<file path="src/rtl/fnd_pkg.sv">
// Shared constants for the 7-segment display blocks: segment table, idle codes, scan states.
// Latency: n/a (package only).
// Backpressure: n/a (package only).
package fnd_pkg;

    // Active-low idle codes for the common and segment pins.
    localparam logic [7:0] SEG_OFF = 8'hFF;
    localparam logic [3:0] COM_OFF = 4'b1111;

    // Segment pattern used for a suppressed leading zero (dp bit is added separately).
    localparam logic [6:0] SEG_DARK = 7'h7F;

    typedef enum logic {
        BLANK   = 1'b0,
        DISPLAY = 1'b1
    } scan_state_t;

    // Hex nibble -> active-low {g,f,e,d,c,b,a}; element [n] is the pattern for nibble n.
    localparam logic [15:0][6:0] HEX_SEG = {
        7'h0E, 7'h06, 7'h21, 7'h46,   // F E d C
        7'h03, 7'h08, 7'h10, 7'h00,   // b A 9 8
        7'h78, 7'h02, 7'h12, 7'h19,   // 7 6 5 4
        7'h30, 7'h24, 7'h79, 7'h40    // 3 2 1 0
    };

endpackage

</file>
<file path="src/rtl/fnd_scan_cntr_if.sv">
// Display-side bundle: scan control/data inputs and the active-low FND pin outputs.
// Latency: n/a (signal bundle only).
// Backpressure: none; the display consumes its inputs continuously.
// Ports: enable, value[15:0], dp_in[3:0], blank_lz toward the driver; com[3:0], seg_7[7:0] from it.
interface fnd_scan_cntr_if;

    logic        enable;
    logic [15:0] value;
    logic [3:0]  dp_in;
    logic        blank_lz;
    logic [3:0]  com;
    logic [7:0]  seg_7;

    // Driver side (the scan controller).
    modport slave (
        input  enable,
        input  value,
        input  dp_in,
        input  blank_lz,
        output com,
        output seg_7
    );

    // Source side (counter stages / bench).
    modport master (
        output enable,
        output value,
        output dp_in,
        output blank_lz,
        input  com,
        input  seg_7
    );

endinterface

</file>
<file path="src/rtl/seg7_decoder.sv">
// Combinational hex nibble to active-low 7-segment pattern {g,f,e,d,c,b,a}.
// Latency: 0 cycles (pure combinational).
// Backpressure: none.
// Ports: hex[3:0] in, seg[6:0] out.
module seg7_decoder
    import fnd_pkg::*;
(
    input  logic [3:0] hex,
    output logic [6:0] seg
);

    assign seg = HEX_SEG[hex];

endmodule

</file>
<file path="src/rtl/fnd_scan_cntr.sv">
// 4-digit common-anode FND scan driver: ring-scans digits with blank gaps, hex decode, LZ blanking.
// Latency: outputs registered; com/seg_7 reflect the scan state entered on the same clock edge.
// Backpressure: none; enable=0 darkens the display and freezes the scan until re-enabled.
// Ports: clk, reset_p (sync, active-high), bus (slave modport: enable/value/dp_in/blank_lz -> com/seg_7).
module fnd_scan_cntr #(
    parameter int SCAN_PERIOD = 100_000,
    parameter int BLANK_CYC   = 64
) (
    input  logic            clk,
    input  logic            reset_p,
    fnd_scan_cntr_if.slave  bus
);

    import fnd_pkg::*;

    localparam int SW = (SCAN_PERIOD > 1) ? $clog2(SCAN_PERIOD) : 1;
    localparam int BW = (BLANK_CYC   > 1) ? $clog2(BLANK_CYC)   : 1;

    localparam logic [SW-1:0] SCAN_LAST  = SW'(SCAN_PERIOD - 1);
    localparam logic [BW-1:0] BLANK_LAST = BW'((BLANK_CYC > 0) ? BLANK_CYC - 1 : 0);

    // Scan state
    scan_state_t   state,     state_nxt;
    logic [1:0]    idx,       idx_nxt;
    logic [SW-1:0] scan_cnt,  scan_nxt;
    logic [BW-1:0] blank_cnt, blank_nxt;

    // Frame snapshot
    logic [15:0]   snap_val,  snap_val_nxt;
    logic [3:0]    snap_dp,   snap_dp_nxt;
    logic          snap_blz,  snap_blz_nxt;
    logic          capture;

    // Output path
    logic [3:0]    com_q,     com_nxt;
    logic [7:0]    seg_q,     seg_nxt;
    logic [3:0]    digit;
    logic [6:0]    dec_seg;
    logic [3:0]    lz;
    logic          z3, z2, z1;

    always_ff @(posedge clk) begin
        if (reset_p) begin
            state     <= BLANK;
            idx       <= '0;
            scan_cnt  <= '0;
            blank_cnt <= '0;
            snap_val  <= '0;
            snap_dp   <= '0;
            snap_blz  <= 1'b0;
            com_q     <= COM_OFF;
            seg_q     <= SEG_OFF;
        end else if (bus.enable) begin
            state     <= state_nxt;
            idx       <= idx_nxt;
            scan_cnt  <= scan_nxt;
            blank_cnt <= blank_nxt;
            snap_val  <= snap_val_nxt;
            snap_dp   <= snap_dp_nxt;
            snap_blz  <= snap_blz_nxt;
            com_q     <= com_nxt;
            seg_q     <= seg_nxt;
        end else begin
            // Dark but frozen: scan position and counters resume where they stopped.
            com_q     <= COM_OFF;
            seg_q     <= SEG_OFF;
        end
    end

    always_comb begin
        state_nxt = state;
        idx_nxt   = idx;
        scan_nxt  = scan_cnt;
        blank_nxt = blank_cnt;
        capture   = 1'b0;

        case (state)
            BLANK: begin
                // With no blank gap configured this state only exists right after reset.
                if ((BLANK_CYC == 0) || (blank_cnt == BLANK_LAST)) begin
                    state_nxt = DISPLAY;
                    blank_nxt = '0;
                    scan_nxt  = '0;
                    capture   = (idx == 2'd0);
                end else begin
                    blank_nxt = blank_cnt + BW'(1);
                end
            end
            DISPLAY: begin
                if (scan_cnt == SCAN_LAST) begin
                    idx_nxt  = idx + 2'd1;
                    scan_nxt = '0;
                    if (BLANK_CYC == 0) begin
                        // Straight into the next digit; frame starts when digit 3 wraps.
                        state_nxt = DISPLAY;
                        capture   = (idx == 2'd3);
                    end else begin
                        state_nxt = BLANK;
                    end
                end else begin
                    scan_nxt = scan_cnt + SW'(1);
                end
            end
            default: begin
                state_nxt = BLANK;
            end
        endcase
    end

    // Inputs are only sampled at the start of a frame so all four digits come from one value.
    always_comb begin
        snap_val_nxt = snap_val;
        snap_dp_nxt  = snap_dp;
        snap_blz_nxt = snap_blz;
        if (capture) begin
            snap_val_nxt = bus.value;
            snap_dp_nxt  = bus.dp_in;
            snap_blz_nxt = bus.blank_lz;
        end
    end

    // A digit is a leading zero when it and every digit to its left are zero; digit 0 never is.
    assign z3 = (snap_val_nxt[15:12] == 4'h0);
    assign z2 = (snap_val_nxt[11:8]  == 4'h0);
    assign z1 = (snap_val_nxt[7:4]   == 4'h0);
    assign lz = {z3, z3 & z2, z3 & z2 & z1, 1'b0} & {4{snap_blz_nxt}};

    assign digit = snap_val_nxt[{idx_nxt, 2'b00} +: 4];

    seg7_decoder u_dec (
        .hex (digit),
        .seg (dec_seg)
    );

    // Outputs are computed from the incoming state so the pins line up with the state register.
    always_comb begin
        com_nxt = COM_OFF;
        seg_nxt = SEG_OFF;
        if (state_nxt == DISPLAY) begin
            com_nxt = ~(4'b0001 << idx_nxt);
            seg_nxt = {~snap_dp_nxt[idx_nxt], lz[idx_nxt] ? SEG_DARK : dec_seg};
        end
    end

    assign bus.com   = com_q;
    assign bus.seg_7 = seg_q;

endmodule

</file>
<file path="src/flat_wrapper.sv">
// flat-port wrapper written by rule: the top's interface ports become plain ports
module fnd_scan_cntr_flat import fnd_pkg::*;
#(
    parameter int SCAN_PERIOD = 100_000,
    parameter int BLANK_CYC   = 64
)
  (clk, reset_p, bus_enable, bus_value, bus_dp_in, bus_blank_lz, bus_com, bus_seg_7);
  fnd_scan_cntr_if bus_i ();
  input  logic clk;
  input  logic reset_p;
  input wire logic [$bits(bus_i.enable)-1:0] bus_enable;
  input wire logic [$bits(bus_i.value)-1:0] bus_value;
  input wire logic [$bits(bus_i.dp_in)-1:0] bus_dp_in;
  input wire logic [$bits(bus_i.blank_lz)-1:0] bus_blank_lz;
  output wire logic [$bits(bus_i.com)-1:0] bus_com;
  output wire logic [$bits(bus_i.seg_7)-1:0] bus_seg_7;
  assign bus_i.enable = bus_enable;
  assign bus_i.value = bus_value;
  assign bus_i.dp_in = bus_dp_in;
  assign bus_i.blank_lz = bus_blank_lz;
  assign bus_com = bus_i.com;
  assign bus_seg_7 = bus_i.seg_7;
  fnd_scan_cntr #(.SCAN_PERIOD(SCAN_PERIOD), .BLANK_CYC(BLANK_CYC)) u_core (.clk(clk), .reset_p(reset_p), .bus(bus_i));
endmodule
</file>
<file path="config.mk">
export PLATFORM = sky130hd
export DESIGN_NAME = fnd_scan_cntr_flat
export DESIGN_NICKNAME = d
export VERILOG_FILES = /design/src/rtl/fnd_pkg.sv /design/src/rtl/fnd_scan_cntr_if.sv /design/src/rtl/seg7_decoder.sv /design/src/rtl/fnd_scan_cntr.sv /design/src/flat_wrapper.sv
export SDC_FILE = /design/constraint.sdc
export NUM_CORES = 1
export LEC_CHECK = 0
export ABC_AREA = 1
export CORE_MARGIN = 2
export CORE_UTILIZATION = 59
export CTS_CLUSTER_SIZE = 28
export DETAILED_ROUTE_END_ITERATION = 10
export DONT_BUFFER_PORTS = 1
export PLACE_DENSITY = 0.85
export SLEW_MARGIN = 5
export SYNTH_ARGS = -nofsm -noshare
export SYNTH_HDL_FRONTEND = slang
export SYNTH_HIERARCHICAL = 1
export SYNTH_SLANG_ARGS = --single-unit
</file>
<file path="constraint.sdc">
create_clock -name clk -period 3.7 [get_ports clk]
set_clock_uncertainty 0.1 [all_clocks]
set_input_delay 0.185 -clock clk [delete_from_list [all_inputs] [get_ports clk]]
set_output_delay 0.185 -clock clk [all_outputs]
set_load 0.02 [all_outputs]
</file>
==> results of run 1 <==
==> cells in the mapped netlist, types with 6 or more instances <==
library cell  number
nand2_1          127
nor2_1            56
nand3_1           37
a21oi_1           28
o211ai_1           9
dfxtp_1           59
inv_2              6
ha_1              10
inv_1             87
nor3_1             7
o21ai_0           35
clkbuf_1           6
nand4_1            9
==> kinds of logic after synthesis <==
group	after synthesis
AND/OR/NAND/NOR	257
XOR/XNOR	5
adder cells (fa/ha/maj)	10
buffers and inverters	108
flip-flops	59
AO/OA/AOI/OAI	84
==> flip-flops by register name, indices dropped and copies added (netlist names) <==
signal	flops
u_core/blank_cnt	6
u_core/bus.com	4
u_core/bus.seg_7	8
u_core/idx	2
u_core/scan_cnt	17
u_core/snap_blz	1
u_core/snap_dp	4
u_core/snap_val	16
u_core/state	1
==> worst reg2reg max path, cell delays in order (launching register included) <==
cell     delay [ns]
dfxtp_1        0.36
ha_1           0.21
nand2_1        0.10
nor2_4         0.14
nand3_4        0.23
inv_2          0.33
nand2_1        0.08
o21ai_0        0.14
nand2_1        0.10
nand4_1        0.22
inv_1          0.15
ha_1           0.32
nand2_1        0.05
nand3_1        0.09
nand2_1        0.05
inv_1          0.05
nand3_1        0.06
==> layout make-up <==
cell class                      count  area, µm²  area share [%]
Clock buffer                       12        155            4.22
Clock inverter                      4       72.6            1.97
Inverter                           93        349            9.49
Multi-Input combinational cell    356       1790            48.7
Sequential cell                    59       1180            32.1
Tap cell                           72       90.1            2.45
Timing Repair Buffer                4       40.0            1.09
==> worst min path at each step <==
stage          startpoint                  end  slack [ns]  cells past startpoint
2_1_floorplan     reset_p    u_core/snap_dp[3]        0.24                      3
3_3_place_gp      reset_p  u_core/scan_cnt[11]        0.16                      1
3_5_place_dp      reset_p  u_core/scan_cnt[15]        0.16                      1
4_1_cts        bus_enable   u_core/snap_val[7]       0.008                      4
5_1_grt        bus_enable   u_core/snap_val[7]        0.04                      4
6_report       bus_enable   u_core/snap_val[7]        0.03                      4
==> what timing repair did <==
item                      4_1_cts  5_1_grt
resized for setup               0        0
hold buffers                    4        0
hold endpoints to repair       32        0
==> per-layer routing <==
| layer | part of all wire, % | routed length, µm | up-vias |
|---|---|---|---|
| li1 | - | - | 1650 |
| met4 | 0.68 | 52 | 0 |
| met3 | 8.0 | 604 | 4 |
| met1 | 46 | 3520 | 1463 |
| met2 | 45 | 3420 | 126 |
| met5 | 0 | 0 | - |
==> power groups by stage <==
stage                     Clock, W  Sequential [W]  Combinational (W)
after floorplan                  0        0.000675           0.000131
after global placement           0        0.000676           0.000144
after detailed placement         0        0.000677           0.000147
after CTS                 0.000680        0.000663           0.000161
after global routing      0.000709        0.000665           0.000189
final                     0.000664        0.000663           0.000163
==> stage by stage <==
stage | instances | setup slack (ns) | hold WS, ns
6_report | 600 | 0.783 | 0.0258
5_1_grt | 600 | 0.485 | 0.0446
3_3_place_gp | 580 | 0.851 | 0.159
2_1_floorplan | 523 | 1.25 | 0.241
3_5_place_dp | 580 | 0.820 | 0.161
4_1_cts | 600 | 0.798 | 0.00756
==> impl_metrics.csv, run 1 <==
group,metric,value,unit
status,outcome,"finished, final reports clean",
synth,muxShareOfSynthArea,0,%
finish,utilization,66.4,%
setup_path,crit_end,"u_core/bus.seg_7[3]",
synth,ys_seq_area_share,34.6,%
setup_path,cp.depth,16,
global_route,grt_busiest_layer,"met2",
setup_path,r2r_start,"u_core/blank_cnt[0]",
sta,setup_violations,0,
sta,slew_violations,0,
synth,yosys.area_share.adder,3.66,%
cts,clkSinkCount,59,
floorplanning,chipWidth,80.1,µm
placed_design,port-buffer-count,0,
synth,synth_top_family_by_area,"simple AND/OR/NAND/NOR gates",
setup_path,required,3.80,ns
cts,post-cts-setup-buffers,0,
sta,rsz0062_at_grt,"false",
global_route,grtUsageMet3,5.51,%
run,max-cap-violations,0,
detailed_routing,drtIter0Drc,275,
floorplanning,die_h,80.1,µm
power_and_ir_drop,switching_share,24.7,%
setup_path,slowest_stage,"dfxtp_1",
cts,numCtsBuffers,9,
setup_path,crit_fanout,23,
setup_path,path_cells,"ha_1, nand2_1, nor2_4, nand3_4, inv_2, nand2_1, o21ai_0, nand2_1, nand4_1, inv_1, ha_1, nand2_1, nand3_1, nand2_1, inv_1, nand3_1",
setup_path,r2r_end,"u_core/bus.seg_7[3]",
power_and_ir_drop,clockPowerShare,44.5,%
floorplanning,std_cell_rows,27,
setup_path,crit_buf_inv,3,
setup_path,critPathLaunch,"u_core/blank_cnt[0]",
sta,finalHoldViolCount,0,
power_and_ir_drop,switchingPower,0.000368,W
synth,synth.distinct_cells,35,
global_route,grtUsageMet1,36.8,%
synth,synth-simple-area-share,33.5,%
sta,fin_crit_sh,78.8,%
synth,synth-edff-count,0,
finish,nets,557,
sta,max_freq,343,MHz
power_and_ir_drop,p_seq_share,44.5,%
cts,clkTransAtPathRegs,0.07,ns
cts,cts-root-buf,"clkbuf_8",
power_and_ir_drop,total_power,0.00149,W
finish,num_antenna_cells,0,
synth,syn-cell-area,3410,µm²
global_route,grt_pass1_vias,2951,
power_and_ir_drop,power-per-cell-area,405,nW/µm²
finish,drive_above_1_share,7.58,%
placed_design,post_dp_cell_area,3410,µm²
detailed_routing,wl_per_cell,12.7,µm
finish,final_common_cell,"nand2_1",
synth,syn_nets,557,
synth,synth-xor-area-share,1.28,%
cts,h-tree-depth,3,
setup_path,worst_setup_path_end_kind,"flip-flop",
sta,finalCriticalPeriod,2.92,ns
floorplanning,io_pins,36,
placed_design,gp_congestion,0.935,
synth,synth-main-ff-cell,"dfxtp_1",
worst_hold_path,min_path_type,"input port to flip-flop",
cts,cts_buffer_depth,2,
global_route,grtUsageMet2,39.8,%
sta,relSlewSlack,33.7,%
detailed_routing,firstDrtPassIters,5,
power_and_ir_drop,internal_power,0.00112,W
synth,synth_compound_area_share,14.0,%
power_and_ir_drop,p_leak,1.71,nW
detailed_routing,drt_wl_total,7600,µm
cts,clock_latency,0.34,ns
global_route,track_usage,26.1,%
finish,areaGrowthSynthToFinish,7.77,%
global_route,grt_antenna_before_repair,0,
power_and_ir_drop,max-vdd-ir-drop,0.243,mV
global_route,grt_max_degree,29,
detailed_routing,antenna_left,0,
synth,postSynthAreaPerCell,6.53,µm²
floorplanning,core-area,5540,µm²
power_and_ir_drop,pwr-share-comb,10.9,%
floorplanning,die_area,6410,µm²
cts,cts_tree,"yes",
detailed_routing,vias,3243,
setup_path,arrival,3.01,ns
synth,ys_ff_latch,59,
global_route,grt_pass1_wl,13100,µm
detailed_routing,route.detailed.drc,0,
sta,fin_setup_tns,0,ns
synth,synth_top_cell_by_area,"dfxtp_1",
placed_design,dpl.hpwl,5380,µm
synth,synth_warnings,6,
setup_path,rr_worst_depth,16,
setup_path,crit_top_cell,"nand2_1",
finish,final_cell_mix,"127 x nand2_1, 87 x inv_1, 59 x dfxtp_1",
floorplanning,start_util,61.6,%
finish,design_area,3680,µm²
global_route,grt_overflow_total,0,
sta,max_slew.worst_pin.slew,0.992,ns
setup_path,r2r_slack,0.78,ns
synth,yosysTopAreaCellShare,34.6,%
synth,netlist_instances,523,
setup_path,worstSetupPathType,"flip-flop to flip-flop",
synth,synth-async-reset-ratio,0,%
finish,fillCellCount,500,
setup_path,cpPeakStageDelay,0.36,ns
synth,synth_area_leaders,"dfxtp_1 35%, nand2_1 14%, inv_1 9.6%",
setup_path,cp_top_family,"simple AND/OR/NAND/NOR gates",
setup_path,cp-start-kind,"flip-flop",
detailed_routing,vias_per_cell,5.41,
(Power assumes the default switching activity.)
==> inputs of run 2 (changes only) <==
--- a/config.mk
+++ b/config.mk
@@ -7,7 +7,7 @@
 export LEC_CHECK = 0
 export ABC_AREA = 1
 export CORE_MARGIN = 2
-export CORE_UTILIZATION = 59
+export CORE_UTILIZATION = 57
 export CTS_CLUSTER_SIZE = 28
 export DETAILED_ROUTE_END_ITERATION = 10
 export DONT_BUFFER_PORTS = 1
==> constraint.sdc (replaced) <==
create_clock -name clk -period 2.55 [get_ports clk]
set_clock_uncertainty 0.1 [all_clocks]
set_input_delay 0.1275 -clock clk [delete_from_list [all_inputs] [get_ports clk]]
set_output_delay 0.1275 -clock clk [all_outputs]
set_load 0.02 [all_outputs]
==> run 2 against run 1 <==
Net effect:
- the run now ends with setup timing left
- combinational power is 110% higher
- design area is 17% higher
- maximum frequency is 12% higher
- sequential power is 46% higher
- first-iteration DRC count is 66% higher
- critical path depth is 2 higher
- routed wire length is 25% higher
- clock power is 60% higher
- register-to-register slack worse by 0.83 ns
- largest cell class unchanged
==> impl_metrics.csv, run 2 (synthesis gave the netlist of run 1 again) <==
group,metric,value,unit
sta,fin_crit_sh,102,%
setup_path,worst_setup_path_end_kind,"flip-flop",
setup_path,cpPeakStageDelay,0.35,ns
finish,top_register,"u_core/scan_cnt",
cts,clkSinkCount,59,
status,violations,"setup timing",
floorplanning,start_util,58.4,%
placed_design,port-buffer-count,0,
global_route,grtUsageMet2,41.0,%
setup_path,arrival,2.72,ns
sta,fin_ws,-0.0453,ns
placed_design,post_dp_cell_area,3590,µm²
detailed_routing,firstDrtPassIters,5,
sta,max_freq,385,MHz
global_route,grt_pass1_wl,13500,µm
global_route,grtUsageMet1,34.8,%
detailed_routing,vias_per_cell,5.61,
worst_hold_path,holdPathStages,4,
worst_hold_path,min_path_type,"input port to flip-flop",
detailed_routing,wl_per_cell,14.7,µm
sta,max_slew.worst_pin.slew,1.10,ns
global_route,grtUsageMet3,6.22,%
detailed_routing,vias,3632,
setup_path,cp-start-kind,"flip-flop",
floorplanning,die_area,6630,µm²
global_route,grt_max_degree,31,
finish,drive_above_1_share,21.2,%
floorplanning,core-area,5850,µm²
power_and_ir_drop,max-vdd-ir-drop,0.475,mV
global_route,track_usage,26.3,%
power_and_ir_drop,p_leak,1.98,nW
setup_path,worstSetupPathType,"flip-flop to flip-flop",
floorplanning,chipWidth,81.4,µm
sta,slew_violations,0,
placed_design,gp_congestion,0.885,
cts,cts_buffer_depth,2,
sta,finalCriticalPeriod,2.60,ns
cts,h-tree-depth,3,
run,max-cap-violations,0,
global_route,grt_busiest_layer,"met2",
floorplanning,std_cell_rows,28,
sta,setup_violations,3,
finish,utilization,73.7,%
finish,num_antenna_cells,0,
setup_path,path_cells,"inv_1, ha_1, inv_1, nor2_4, nand3_4, inv_4, nand2_1, o21ai_1, nand2_1, nand4_1, inv_2, ha_1, inv_1, nand2_1, nand3_1, nand2_1, inv_1, nand3_1",
global_route,grt_antenna_before_repair,0,
finish,final_cell_mix,"112 x nand2_1, 79 x inv_1, 55 x nor2_1",
cts,cts_tree,"yes",
setup_path,rr_worst_depth,18,
cts,clkTransAtPathRegs,0.07,ns
sta,rsz0062_at_grt,"true",
cts,numCtsBuffers,9,
setup_path,crit_fanout,13,
detailed_routing,drtIter0Drc,456,
finish,largest_reg_flops,17,
floorplanning,io_pins,36,
finish,design_area,4310,µm²
sta,finalHoldViolCount,0,
detailed_routing,antenna_left,0,
cts,cts-root-buf,"clkbuf_8",
cts,clock_latency,0.34,ns
finish,nets,601,
floorplanning,die_h,81.4,µm
status,outcome,"complete, but fails checks",
detailed_routing,drt_wl_total,9510,µm
finish,fillCellCount,406,
power_and_ir_drop,power-per-cell-area,548,nW/µm²
global_route,grt_pass1_vias,3077,
setup_path,slowest_stage,"dfxtp_2",
finish,final_common_cell,"nand2_1",
finish,areaGrowthSynthToFinish,26.3,%
detailed_routing,route.detailed.drc,0,
global_route,grt_overflow_total,0,
sta,relSlewSlack,26.5,%
placed_design,dpl.hpwl,5730,µm
setup_path,required,2.67,ns
==> run 2: cell count changes in the layout (fill, tap and decap cells not counted), moves of 7 or more <==
cell / before / now
ha_1: 10 / 3
nand2_1: 127 / 112
dlygate4sd3_1: 4 / 12
inv_1: 87 / 79
nand2_2: 5 / 12
buf_4: 0 / 30
nand2_4: 0 / 7
==> run 2: power breakdown <==
group	internal [W]	leakage, nW	switching, W
Clock	0.000677	0.126	0.000384
Sequential	0.000949	0.484	0.0000159
Combinational	0.000131	1.37	0.000208
Total	0.00176	1.98	0.000608
==> run 2: what timing repair did <==
action | in CTS | in global routing
endpoints found under the hold margin | 33 | 0
buffers inserted | 1 | 10
hold buffers | 13 | 0
pin swaps | 3 | 19
setup endpoints to repair | 7 | 8
cloned | 0 | 1
gates resized for setup | 6 | 70
==> run 2: worst paths after layout <==
kind / start / endpoint / slack (ns)
worst max-delay path: u_core/idx[0] / u_core/bus.seg_7[0] / -0.05
worst min-delay path: bus_value[11] / u_core/snap_val[11] / 0.04
worst max register to register: u_core/idx[0] / u_core/bus.seg_7[0] / -0.05
worst min register to register: u_core/snap_val[10] / u_core/snap_val[10] / 0.38
==> run 2: worst max-delay path: cells and delay by family (launching register included) <==
kind | cells | cell delay, ns
adders and majority gates | 2 | 0.37
buffers and inverters | 6 | 0.58
and+or+nand+nor | 9 | 0.93
DFF | 1 | 0.35
AOI/OAI and AO/OA | 1 | 0.13
==> run 2: final cells by class <==
cell class                 count  area, µm²  area share [%]
tap                           75       93.8            2.18
clock inverter                 6        113            2.61
sequential                    59       1190            27.6
multi-input combinational    357       2020            46.8
inverter                      93        359            8.33
timing repair buffer          47        403            9.34
clock buffer                  10        138            3.19
==> run 2: through the flow <==
step	TNS [ns]	instances	total power (W)	worst slack, ns	hold WS, ns
finish	-0.0884	647	0.00236	-0.0453	0.0372
global placement	0	606	0.00121	0.0554	0.102
global route	-0.825	647	0.00245	-0.154	0.0449
detailed placement	-0.427	606	0.00122	-0.110	0.103
CTS	0	636	0.00230	0.0189	0.00315
floorplan	0	523	0.00117	0.103	0.184
==> run 2: layer usage <==
metal  share of wire [%]  wire length, µm
met1                  43             4040
met2                  47             4480
met3                 7.7              735
met4                 2.6              244
met5                   0                0
